File: config.mk
export PLATFORM = sky130hd
export DESIGN_NAME = piso_shift_tx
export DESIGN_NICKNAME = d
export VERILOG_FILES = /design/src/rtl/piso_shift_tx.sv
export SDC_FILE = /design/constraint.sdc
export NUM_CORES = 1
export LEC_CHECK = 0
export BUFFER_PORTS_ARGS = -buffer_cell sky130_fd_sc_hd__buf_2
export CORE_MARGIN = 3
export CORE_UTILIZATION = 35
export CTS_BUF_LIST = sky130_fd_sc_hd__clkbuf_8
export DETAILED_ROUTE_END_ITERATION = 8
export PLACE_DENSITY = 0.55
export SYNTH_ARGS = -nofsm -noshare
export SYNTH_HDL_FRONTEND = slang
export SYNTH_SLANG_ARGS = --single-unit
File: constraint.sdc
create_clock -name clk -period 3.6 [get_ports clk]
set_input_delay 0.18 -clock clk [delete_from_list [all_inputs] [get_ports clk]]
set_output_delay 0.18 -clock clk [all_outputs]
set_load 0.01 [all_outputs]
File: src/rtl/piso_shift_tx.sv
// Parallel-in, serial-out transmitter: takes a WIDTH-bit word over valid/ready
// and shifts it out one bit per clock with first/last frame markers.
module piso_shift_tx #(
  parameter int WIDTH     = 5,
  parameter int MSB_FIRST = 1,
  parameter int GAP       = 0
) (
  input  logic             clk,
  input  logic             rst,
  input  logic [WIDTH-1:0] pi_data,
  input  logic             pi_valid,
  output logic             pi_ready,
  output logic             so,
  output logic             so_valid,
  output logic             so_first,
  output logic             so_last,
  output logic             busy
);
  localparam int            CW         = $clog2(WIDTH);
  localparam logic [CW-1:0] CNT_LAST   = CW'(WIDTH - 1);
  localparam logic [CW-1:0] CNT_PENULT = CW'(WIDTH - 2);
  localparam logic [3:0]    GAP_LAST   = 4'(GAP - 1);
  localparam bit            NO_GAP     = (GAP == 0);

  typedef enum logic [1:0] {ST_IDLE, ST_SHIFT, ST_GAP} state_t;

  state_t           state;
  logic [WIDTH-1:0] sreg;
  logic [CW-1:0]    cnt;
  logic [3:0]       gcnt;
  logic             take;

  // Ready on the last bit only when frames may run back-to-back.
  assign pi_ready = (state == ST_IDLE) ||
                    (NO_GAP && state == ST_SHIFT && cnt == CNT_LAST);
  assign take     = pi_valid && pi_ready;
  assign busy     = (state != ST_IDLE);

  function automatic logic head(input logic [WIDTH-1:0] w);
    return (MSB_FIRST != 0) ? w[WIDTH-1] : w[0];
  endfunction

  function automatic logic [WIDTH-1:0] adv(input logic [WIDTH-1:0] w);
    return (MSB_FIRST != 0) ? {w[WIDTH-2:0], 1'b0} : {1'b0, w[WIDTH-1:1]};
  endfunction

  // The first bit goes straight to so on acceptance; sreg holds the rest,
  // pre-shifted so its output end is always the next bit due.
  always_ff @(posedge clk) begin
    if (rst) begin
      state    <= ST_IDLE;
      sreg     <= '0;
      cnt      <= '0;
      gcnt     <= '0;
      so       <= 1'b0;
      so_valid <= 1'b0;
      so_first <= 1'b0;
      so_last  <= 1'b0;
    end else if (take) begin
      state    <= ST_SHIFT;
      sreg     <= adv(pi_data);
      cnt      <= '0;
      gcnt     <= '0;
      so       <= head(pi_data);
      so_valid <= 1'b1;
      so_first <= 1'b1;
      so_last  <= 1'b0;
    end else begin
      unique case (state)
        ST_SHIFT: begin
          if (cnt == CNT_LAST) begin
            if (NO_GAP) state <= ST_IDLE;
            else        state <= ST_GAP;
            so       <= 1'b0;
            so_valid <= 1'b0;
            so_first <= 1'b0;
            so_last  <= 1'b0;
          end else begin
            cnt      <= cnt + CW'(1);
            sreg     <= adv(sreg);
            so       <= head(sreg);
            so_first <= 1'b0;
            so_last  <= (cnt == CNT_PENULT);
          end
        end
        ST_GAP: begin
          if (gcnt == GAP_LAST) begin
            state <= ST_IDLE;
            gcnt  <= '0;
          end else begin
            gcnt  <= gcnt + 4'd1;
          end
        end
        default: ;
      endcase
    end
  end
endmodule

==> summary.txt, run 1 <==
Floorplan
  • I/O pin total: 14
  • Die area: approximately 2000 um^2
  • Starting Density: 0.3827
  • Core area: 1334 um^2
  • Die Span Y: 44.19 um
  • Placement Rows: 13
  • Die width: approximately 44 um

Layout
  • Count of non-filler cells in the finished layout: 83
  • Register cell area after layout: approximately 220 um^2
  • Leading cell type in the layout, fill and taps excluded: sky130_fd_sc_hd__buf_2
  • Top library cells by usage in the layout, fill and taps aside: sky130_fd_sc_hd__buf_2, sky130_fd_sc_hd__dfxtp_1, sky130_fd_sc_hd__nor2_1, sky130_fd_sc_hd__a21oi_1
  • Layout cell share with drive strength beyond 1: 0.3235
  • NumNets Final: 80
  • Number of fillers in the final layout: about 140
  • Multi-input logic area: 254.0 um^2
  • Synth-to-Final Area Change: 21.57%
  • Number of antenna diodes: 0

Worst setup path
  • Critical path buffer and inverter count: 3
  • Required time reported for the critical path endpoint: roughly 3.4 ns
  • Kind of critical path: flop to output pin
  • Worst-path cell with the longest stage delay: sky130_fd_sc_hd__dfxtp_1
  • Critical Path Max Stage Delay: roughly 0.32 ns
  • Highest net fanout along the worst path: 10
  • Arrival time at the worst endpoint: 1.41 ns
  • Crit path capture type: output pin
  • Ordered cell list for the critical path: inv_1 -> ha_1 -> a21boi_4 -> inv_4 -> buf_2
  • Top Family by Delay on Critical Path: flip-flops
  • Crit path launch type: flop

Logic synthesis
  • Post-synthesis compound-gate area fraction: 0.1740
  • Count of distinct cell types in the synthesized netlist: 19
  • Synthesis warning total: 0
  • Netlist area before placement: roughly 510 um^2
  • Synthesized flop and latch total: 11
  • Mean cell area of the mapped netlist: 9.454 um^2
  • Sequential share of the synthesized area: 0.4314
  • Main combinational cell family by area after synthesis: compound AO/OA/AOI/OAI gates
  • Adder-cell area share of the yosys netlist: 0.07353
  • Mux cell area share after synthesis: 0.07843
  • Simple logic cell fraction of the synthesized area: 0.1716
  • Synthesized netlist net count: between 60 and 70
  • XOR/XNOR Fraction of Synth Area: 0
  • Number of cells produced by synthesis: 54

CTS
  • TritonCTS clock tree: yes
  • Clk sinks: 11
  • Clock insertion delay at the later pin of the skew report: between 0.2 and 0.25 ns
  • Quantity of hold-fixing buffers added after cts: 0
  • Maximum clock path buffer count: 2
  • Cts bufs inserted: 3
  • Post-CTS resize count: 0
  • Clock input transition at the sequential cells of the worst setup and hold paths: ~0.05 ns
  • Root buffer cell: sky130_fd_sc_hd__clkbuf_8
  • Buffers inserted by post-CTS timing repair: 0
  • Number of H-tree branching levels: 1

Power and ir drop
  • Max VDD drop: 188.2 uV
  • Leak pwr: approximately 0.28 nW
  • Power per unit of standard cell area: 470.0 nW/um^2
  • Power, Total: 0.2917 mW

Routing
  • Antenna-violating nets left: 0
  • Routed wl met3: around 66 um
  • Highest metal layer with signal wires: met3
  • Total Wirelength: approximately 930 um
  • Met1 layer wirelength in the final routing: roughly 470 um
  • Detailed-routed wire length on met2: between 300 and 400 um
  • Initial DRT Pass Iterations: 4
  • Routed wirelength normalized by instance count: 11.22 um
  • Vias: 411
  • Post-detailed-route DRC marker count: 0
  • Detailed Route Iter0 Violations: 10
  • Via density per instance: between 4 and 5

Timing
  • Setup ws final: 2.013 ns
  • Post-layout minimum cycle time: 1.587 ns
  • Unrepaired setup endpoints after global routing: false
  • Headroom to the max-slew limit: 0.8071
  • Max-slew violation total from the final report: 0
  • Pin slew with the least headroom to its limit: 0.2886 ns
  • Fin crit share: 0.4409
  • Final sum of negative setup slack: 0 ns
  • Number of hold violations in the final report: 0
  • Fin Clk Skew: around 0.0036 ns
  • Final setup fails: 0
  • Fmax: ~630 MHz

Place
  • Detail Placement HPWL: 691.5 um
  • Final RePlAce weighted congestion: 0.7009
  • Quantity of I/O buffers inserted on ports: 13
  • Worst setup timing slack at the placement stage: between 2 and 2.5 ns
  • Placed cells: 79

Hold path
  • Path class of the lowest-slack min-delay path: input port to flop

Outcome
  • Run status: finished, final reports clean

Flow run
  • Number of max-cap violations: 0

Global route
  • Maximum number of pins on one net before global-route repair: 13
  • Vias in the first global route: 382
  • GRT Residual Overflow: 0
  • Initial antenna violation count: 0
  • Total Routing Usage GR: 0.1111
  • Global-route wire length before repair: ~1600 um
## layer usage
layer,GRT usage,up-vias
li1,-,214
met1,0.1429,184
met2,0.1570,13
met5,0,-
met3,0.04878,0
met4,0.05422,0
## where the power goes
group / switching, mW / internal (mW)
combinational: 0.0206 / 0.0169
sequential: 0.00437 / 0.130
clock: 0.0454 / 0.0748
## cells by family after synthesis
| logic type | count (synthesis) |
|---|---|
| adders and majority gates | 3 |
| DFF | 11 |
| muxes | 4 |
| AOI/OAI and AO/OA | 11 |
| buffers and inverters | 7 |
| and+or+nand+nor | 18 |
## through the flow
step	util	instance area (um^2)	hold slack (ns)
global route	0.4653	620.6	0.2648
finish	0.4653	620.6	0.2429
detailed placement	0.4315	575.6	0.4923
global placement	0.4315	575.6	0.4885
CTS	0.4653	620.6	0.2478
floorplan	-	510.5	0.2489
## final cells by class
cell class | count | area share
multi-input cells | 36 | 0.4093
flip-flops and latches | 11 | 0.3548
repair buffers | 13 | 0.1048
clock buffers | 3 | 0.06653
well taps | 15 | 0.03024
inverters | 4 | 0.02823
clock inverters | 1 | 0.006048
## state kept, by name, summed over array words and instances (netlist names)
name	cells
so	1
so_first	1
cnt	3
sreg	4
so_valid	1
so_last	1
## final timing paths
| kind | start | endpoint | slack, ns | depth (start not counted) |
|---|---|---|---|---|
| worst min-delay path | pi_data[0] | sreg[1]$_SDFFE_PP0P_ | 0.24 | 3 |
| worst min register to register | sreg[2]$_SDFFE_PP0P_ | sreg[3]$_SDFFE_PP0P_ | 0.51 | 2 |
| worst max register to register | cnt[0]$_SDFFE_PP0P_ | so$_SDFFE_PP0P_ | 2.19 | 5 |
| worst max-delay path | cnt[0]$_SDFFE_PP0P_ | pi_ready | 2.01 | 5 |
## worst register-to-register path, delay by kind of cell (launching register included)
kind | cells | cell delay, ns
compound gates | 2 | 0.59
flops | 1 | 0.32
fa+ha+maj | 1 | 0.23
buf+inv | 2 | 0.17
## synth_stat cells
master / number / area share
sky130_fd_sc_hd__clkbuf_1: 1 / 0.0073
sky130_fd_sc_hd__inv_1: 3 / 0.022
sky130_fd_sc_hd__buf_4: 2 / 0.029
sky130_fd_sc_hd__ha_1: 3 / 0.074
sky130_fd_sc_hd__a21boi_4: 1 / 0.037
sky130_fd_sc_hd__mux2i_1: 4 / 0.078
sky130_fd_sc_hd__a21oi_1: 5 / 0.049
sky130_fd_sc_hd__dfxtp_1: 11 / 0.43
sky130_fd_sc_hd__inv_4: 1 / 0.012
sky130_fd_sc_hd__a211oi_1: 3 / 0.044
sky130_fd_sc_hd__or3_2: 2 / 0.029
sky130_fd_sc_hd__and2b_2: 1 / 0.017
sky130_fd_sc_hd__nand2b_1: 1 / 0.012
sky130_fd_sc_hd__nor3_1: 2 / 0.020
sky130_fd_sc_hd__nor2_1: 9 / 0.066
sky130_fd_sc_hd__a2111oi_2: 1 / 0.029
sky130_fd_sc_hd__a22oi_1: 1 / 0.015
sky130_fd_sc_hd__or3_1: 1 / 0.012
sky130_fd_sc_hd__nand2_1: 2 / 0.015
Note: power is estimated with default switching activity, not from simulation.
==> inputs of run 2 (changes only) <==
--- a/config.mk
+++ b/config.mk
@@ -10,7 +10,7 @@
 export CORE_UTILIZATION = 35
 export CTS_BUF_LIST = sky130_fd_sc_hd__clkbuf_8
 export DETAILED_ROUTE_END_ITERATION = 8
-export PLACE_DENSITY = 0.55
+export PLACE_DENSITY = 0.57
 export SYNTH_ARGS = -nofsm -noshare
 export SYNTH_HDL_FRONTEND = slang
 export SYNTH_SLANG_ARGS = --single-unit
==> constraint.sdc (replaced) <==
create_clock -name clk -period 1.3 [get_ports clk]
set_input_delay 0.065 -clock clk [delete_from_list [all_inputs] [get_ports clk]]
set_output_delay 0.065 -clock clk [all_outputs]
set_load 0.01 [all_outputs]
==> summary.txt, run 2 (synthesis gave the netlist of run 1 again) <==
Flow run
  • Number of max-cap violations: 0 (unchanged)

Timing
  • Number of hold violations in the final report: 0 (unchanged)
  • Unrepaired setup endpoints after global routing: true
  • Headroom to the max-slew limit: 0.8244 (+0.01731)
  • Final setup fails: 0 (unchanged)
  • Fin crit share: 0.9522
  • Pin slew with the least headroom to its limit: 0.2634 ns (-0.02524 ns)
  • Worst hold slack across all endpoints: 0.1310 ns (-0.1119 ns)
  • Fin Clk Skew: 0.001474 ns (-0.002094 ns)
  • Max-slew violation total from the final report: 0 (unchanged)
  • Fmax: slightly above 800 MHz
  • Post-layout minimum cycle time: 1.238 ns

CTS
  • Clk sinks: 11 (unchanged)
  • TritonCTS clock tree: yes
  • Maximum clock path buffer count: 2 (unchanged)
  • Cts bufs inserted: 3 (unchanged)
  • Clock insertion delay at the later pin of the skew report: 0.23 ns (about the same)
  • Number of H-tree branching levels: 1 (unchanged)
  • Root buffer cell: sky130_fd_sc_hd__clkbuf_8
  • Quantity of hold-fixing buffers added after cts: 0 (unchanged)
  • Clock input transition at the sequential cells of the worst setup and hold paths: 0.05 ns (about the same)

Place
  • Detail Placement HPWL: 654.6 um (-5.3%)
  • Quantity of I/O buffers inserted on ports: 13 (unchanged)
  • Placed cells: 82 (+3.8%)
  • Placed cell areas: 598.1 um^2 (+3.9%)
  • Final RePlAce weighted congestion: 0.6487 (-7.4%)

Floorplan
  • Die Span Y: 44.19 um (unchanged)
  • Starting Density: 0.3827 (unchanged)
  • Core area: 1334 um^2 (unchanged)
  • I/O pin total: 14 (unchanged)
  • Placement Rows: 13 (unchanged)
  • Die area: 1953 um^2 (unchanged)
  • Die width: 44.19 um (unchanged)

Hold path
  • Path class of the lowest-slack min-delay path: input port to flop

Power and ir drop
  • Power per unit of standard cell area: 1183 nW/um^2 (+150%)
  • Max VDD drop: 1082 uV (+480%)
  • Power, Total: 0.8449 mW (+190%)
  • Leak pwr: 0.3161 nW (+13%)

Worst setup path
  • Highest net fanout along the worst path: 5 (-5)
  • Arrival time at the worst endpoint: 1.17 ns (-0.24 ns)
  • Crit path capture type: output pin
  • Crit path launch type: flop
  • Kind of critical path: flop to output pin
  • Required time reported for the critical path endpoint: 1.24 ns (-2.18 ns)

Routing
  • Initial DRT Pass Iterations: 2 (-2)
  • Detailed Route Iter0 Violations: 2 (-8)
  • Vias: 417 (+1.5%)
  • Total Wirelength: 968 um (+4.0%)
  • Via density per instance: 4.685 (-5.4%)
  • Routed wirelength normalized by instance count: 10.88 um (-3.0%)
  • Post-detailed-route DRC marker count: 0 (unchanged)
  • Antenna-violating nets left: 0 (unchanged)

Layout
  • Biggest register: sreg
  • Count of non-filler cells in the finished layout: 89 (+7.2%)
  • Total non-filler cell area in the finished layout: 714.4 um^2 (+15%)
  • Multi-input logic area: 296.5 um^2 (+17%)
  • Leading cell type in the layout, fill and taps excluded: sky130_fd_sc_hd__buf_2
  • Register cell area after layout: 222.7 um^2 (+1.1%)
  • NumNets Final: 86 (+7.5%)
  • Largest registers in the final layout: sreg x4, cnt x3
  • Layout cell share with drive strength beyond 1: 0.5405 (+0.2170)
  • Number of fillers in the final layout: 128 (-10%)
  • Number of flip-flops under the largest register name: 4 (unchanged)
  • Number of antenna diodes: 0 (unchanged)
  • Synth-to-Final Area Change: 39.95%
  • Top library cells by usage in the layout, fill and taps aside: sky130_fd_sc_hd__buf_2, sky130_fd_sc_hd__dfxtp_1, sky130_fd_sc_hd__nor2_1, sky130_fd_sc_hd__buf_4, sky130_fd_sc_hd__mux2i_1

Global route
  • Vias in the first global route: 385 (+0.79%)
  • Maximum number of pins on one net before global-route repair: 13 (unchanged)
  • Total Routing Usage GR: 0.1131 (+0.001954)
  • Global-route wire length before repair: 1656 um (+5.3%)
  • GRT Residual Overflow: 0 (unchanged)
  • Initial antenna violation count: 0 (unchanged)

Outcome
  • Run status: finished, final reports clean
## run 2: timing repair
item,4_1_cts,5_1_grt
pin swaps,3,3
buffers inserted,2,1
resized for setup,3,12
hold endpoints to repair,0,0
setup endpoints to repair,2,9
## run 2: cell type report
class / count / share of cell area
Clock buffer: 3 / 0.05779
Clock inverter: 1 / 0.005254
Inverter: 4 / 0.02452
Multi-Input combinational cell: 36 / 0.4151
Sequential cell: 11 / 0.3117
Tap cell: 15 / 0.02627
Timing Repair Buffer: 19 / 0.1594
## run 2: layer usage
metal,part of all wire,vias up,track usage,wire [um]
li1,-,223,-,-
met1,0.46,185,0.1712,441
met2,0.48,9,0.1395,465
met3,0.063,0,0.06098,61
met4,0,0,0.01807,0
met5,0,-,0,0
## run 2: per-stage QoR
| stage | utilization | worst slack (ns) | TNS, ns |
|---|---|---|---|
| detailed placement | 0.4484 | 0.007088 | 0 |
| finish | 0.5356 | 0.06213 | 0 |
| global route | 0.5356 | -0.01998 | -0.03721 |
| CTS | 0.4972 | 0.01051 | 0 |
| global placement | 0.4484 | 0.04323 | 0 |
| floorplan | - | 0.002999 | 0 |
## run 2: critical path, cell delays in order, from the launching register on
cell	delay [ns]
sky130_fd_sc_hd__dfxtp_2	0.33
sky130_fd_sc_hd__inv_2	0.05
sky130_fd_sc_hd__ha_4	0.16
sky130_fd_sc_hd__a21boi_4	0.19
sky130_fd_sc_hd__inv_4	0.07
sky130_fd_sc_hd__buf_2	0.14
## run 2: path summary, 6_finish.rpt
kind	cells past startpoint	to	from	slack, ns
worst max register to register	6	cnt[2]$_SDFFE_PP0P_	cnt[0]$_SDFFE_PP0P_	0.07
worst min register to register	2	sreg[4]$_SDFFE_PP0P_	sreg[3]$_SDFFE_PP0P_	0.50
worst min-delay path	3	sreg[1]$_SDFFE_PP0P_	pi_data[0]	0.13
worst max-delay path	5	pi_ready	cnt[0]$_SDFFE_PP0P_	0.06
## run 2: where the power goes
part / internal, mW / switching (mW)
Combinational: 0.0726 / 0.0696
Clock: 0.207 / 0.121
Sequential: 0.360 / 0.0149
Total: 0.639 / 0.206
==> inputs of run 3 (changes only) <==
--- a/config.mk
+++ b/config.mk
@@ -6,11 +6,11 @@
 export NUM_CORES = 1
 export LEC_CHECK = 0
 export BUFFER_PORTS_ARGS = -buffer_cell sky130_fd_sc_hd__buf_2
-export CORE_MARGIN = 3
-export CORE_UTILIZATION = 35
+export CORE_AREA = 10 10 47 49
 export CTS_BUF_LIST = sky130_fd_sc_hd__clkbuf_8
 export DETAILED_ROUTE_END_ITERATION = 8
-export PLACE_DENSITY = 0.57
+export DIE_AREA = 0 0 57 59
+export PLACE_DENSITY = 0.62
 export SYNTH_ARGS = -nofsm -noshare
 export SYNTH_HDL_FRONTEND = slang
 export SYNTH_SLANG_ARGS = --single-unit
==> summary.txt, run 3 (synthesis gave the netlist of run 1 again) <==
Hold path
  • Worst-case hold path end point: sreg[1]$_SDFFE_PP0P_
  • HP Start: pi_data[0]
  • Hold-critical path depth: 3 (unchanged)
  • Path class of the lowest-slack min-delay path: input port to flop

Floorplan
  • Die Span Y: 59 um (+34%)
  • Die area: 3363 um^2 (+72%)
  • I/O pin total: 14 (unchanged)
  • Starting Density: 0.3643 (-0.01845)
  • Placement Rows: 14 (+1)
  • Core area: 1401 um^2 (+5.1%)
  • Die width: 57 um (+29%)

Timing
  • Unrepaired setup endpoints after global routing: true
  • Max-slew violation total from the final report: 0 (unchanged)
  • Pin slew with the least headroom to its limit: 0.2941 ns (+0.03069 ns)
  • Post-layout minimum cycle time: 1.267 ns (+0.02870 ns)
  • Number of hold violations in the final report: 0 (unchanged)
  • Fin crit share: 0.9743 (+0.02208)
  • Fmax: 789.5 MHz (-2.3%)
  • Worst hold slack across all endpoints: 0.1396 ns (+0.008589 ns)
  • Final setup fails: 0 (unchanged)
  • Headroom to the max-slew limit: 0.8040 (-0.02046)
  • Fin Clk Skew: 0.0009758 ns (-0.0004985 ns)

Layout
  • Number of flip-flops under the largest register name: 4 (unchanged)
  • NumNets Final: 87 (+1.2%)
  • Total non-filler cell area in the finished layout: 750.7 um^2 (+5.1%)
  • Largest registers in the final layout: sreg x4, cnt x3
  • Synth-to-Final Area Change: 47.06%
  • Leading cell type in the layout, fill and taps excluded: sky130_fd_sc_hd__buf_2
  • Layout cell share with drive strength beyond 1: 0.5867 (+0.04613)
  • Number of antenna diodes: 0 (unchanged)
  • Number of fillers in the final layout: 122 (-4.7%)
  • Biggest register: sreg
  • Top library cells by usage in the layout, fill and taps aside: sky130_fd_sc_hd__buf_2, sky130_fd_sc_hd__dfxtp_1, sky130_fd_sc_hd__nor2_1, sky130_fd_sc_hd__buf_4, sky130_fd_sc_hd__mux2i_1

Place
  • Placed cell areas: 591.8 um^2 (-1.0%)
  • Quantity of I/O buffers inserted on ports: 13 (unchanged)
  • Final RePlAce weighted congestion: 0.6103 (-5.9%)
  • Detail Placement HPWL: 778.7 um (+19%)

Worst setup path
  • Highest net fanout along the worst path: 6 (+1)
  • Crit path capture type: flop
  • Kind of critical path: flop to flop
  • Critical path buffer and inverter count: 3 (unchanged)
  • Top Family by Delay on Critical Path: flip-flops
  • Stages on the worst setup path: 7 (+2)
  • Slack of the worst reg-to-reg path: 0.03 ns (-0.04 ns)
  • Arrival time at the worst endpoint: 1.39 ns (+0.22 ns)
  • Reg-to-reg endpoint: sreg[3]$_SDFFE_PP0P_
  • Required time reported for the critical path endpoint: 1.42 ns (+0.18 ns)
  • Critical Path Max Stage Delay: 0.34 ns (about the same)
  • FF-to-FF Start: cnt[0]$_SDFFE_PP0P_
  • Crit path launch type: flop
  • Ordered cell list for the critical path: inv_2 -> ha_4 -> a21boi_4 -> inv_4 -> buf_4 -> nor2_2 -> a211oi_2
  • Worst-path cell with the longest stage delay: sky130_fd_sc_hd__dfxtp_2
  • Cells on worst reg2reg path: 7 (+1)

Routing
  • Detailed-routed wire length on met2: 587 um (+26%)
  • Initial DRT Pass Iterations: 3 (+1)
  • Routed wl met3: 105 um (+72%)
  • Detailed Route Iter0 Violations: 1 (-1)
  • Met1 layer wirelength in the final routing: 506 um (+15%)
  • Vias: 441 (+5.8%)
  • Via density per instance: 4.846 (+3.4%)
  • Antenna-violating nets left: 0 (unchanged)
  • Total Wirelength: 1231 um (+27%)
  • Post-detailed-route DRC marker count: 0 (unchanged)
  • Highest metal layer with signal wires: met4
  • Routed wirelength normalized by instance count: 13.53 um (+24%)

Power and ir drop
  • Max VDD drop: 690.5 uV (-36%)
  • Power per unit of standard cell area: 1162 nW/um^2 (-1.7%)
  • Power, Total: 0.8725 mW (+3.3%)
  • Leak pwr: 0.3272 nW (+3.5%)

Flow run
  • Number of max-cap violations: 0 (unchanged)

Outcome
  • Run status: finished, final reports clean

CTS
  • TritonCTS clock tree: yes
  • Root buffer cell: sky130_fd_sc_hd__clkbuf_8
  • Cts bufs inserted: 3 (unchanged)
  • Clock insertion delay at the later pin of the skew report: 0.24 ns (about the same)
  • Clk sinks: 11 (unchanged)
  • Clock input transition at the sequential cells of the worst setup and hold paths: 0.05 ns (about the same)
  • Maximum clock path buffer count: 2 (unchanged)
  • Quantity of hold-fixing buffers added after cts: 0 (unchanged)
  • Number of H-tree branching levels: 1 (unchanged)

Global route
  • Maximum number of pins on one net before global-route repair: 13 (unchanged)
  • Total Routing Usage GR: 0.07509 (-0.03798)
  • Initial antenna violation count: 0 (unchanged)
  • Vias in the first global route: 454 (+18%)
  • GRT Residual Overflow: 0 (unchanged)
  • Global-route wire length before repair: 1966 um (+19%)
==> run 3: per-layer routing <==
layer  GRT usage  vias up
met4     0.04027        0
met5           0        -
li1            -      226
met1     0.06490      201
met2      0.1256       10
met3     0.05579        4
==> run 3: stage by stage <==
| step | cells | setup TNS [ns] | setup slack [ns] | util |
|---|---|---|---|---|
| after floorplan | 54 | 0 | 0.002999 | - |
| after global placement | 82 | 0 | 0.01121 | 0.4223 |
| after detailed placement | 82 | -0.03517 | -0.02203 | 0.4223 |
| after CTS | 91 | -0.002203 | -0.002203 | 0.5027 |
| after global routing | 91 | -0.04274 | -0.01702 | 0.5357 |
| final | 91 | 0 | 0.03343 | 0.5357 |
==> run 3: layout make-up <==
| class | count | area, um^2 | area share |
|---|---|---|---|
| Inverter | 4 | 17.52 | 0.02333 |
| Tap cell | 16 | 20.02 | 0.02667 |
| Timing Repair Buffer | 20 | 127.6 | 0.1700 |
| Clock buffer | 3 | 41.29 | 0.05500 |
| Sequential cell | 11 | 222.7 | 0.2967 |
| Multi-Input combinational cell | 36 | 317.8 | 0.4233 |
| Clock inverter | 1 | 3.754 | 0.005000 |
==> run 3: worst reg2reg max path, cell delays in order, from the launching register on <==
cell                       delay (ns)
sky130_fd_sc_hd__dfxtp_2         0.34
sky130_fd_sc_hd__inv_2           0.05
sky130_fd_sc_hd__ha_4            0.15
sky130_fd_sc_hd__a21boi_4        0.21
sky130_fd_sc_hd__inv_4           0.08
sky130_fd_sc_hd__buf_4           0.17
sky130_fd_sc_hd__nor2_2          0.10
sky130_fd_sc_hd__a211oi_2        0.05
==> run 3: how the worst max path moves through the flow <==
stage,from,to,slack [ns]
after floorplan,cnt[0]$_SDFFE_PP0P_,so$_SDFFE_PP0P_,0.003
after global placement,cnt[0]$_SDFFE_PP0P_,so$_SDFFE_PP0P_,0.01
after detailed placement,cnt[0]$_SDFFE_PP0P_,so$_SDFFE_PP0P_,-0.02
after CTS,cnt[0]$_SDFFE_PP0P_,pi_ready,-0.002
after global routing,cnt[0]$_SDFFE_PP0P_,sreg[3]$_SDFFE_PP0P_,-0.02
final,cnt[0]$_SDFFE_PP0P_,sreg[3]$_SDFFE_PP0P_,0.03
==> run 3: timing repair <==
action | CTS | global route
setup buffers | 5 | 0
endpoints found under the hold margin | 0 | 0
resized for setup | 10 | 12
pin swaps | 3 | 3
setup endpoints to repair | 4 | 6
==> run 3: where the power goes <==
| part | internal [mW] | total (mW) | switching (mW) |
|---|---|---|---|
| sequential | 0.359 | 0.375 | 0.0154 |
| clock | 0.208 | 0.341 | 0.134 |
| combinational | 0.0789 | 0.156 | 0.0775 |
| total | 0.646 | 0.872 | 0.226 |
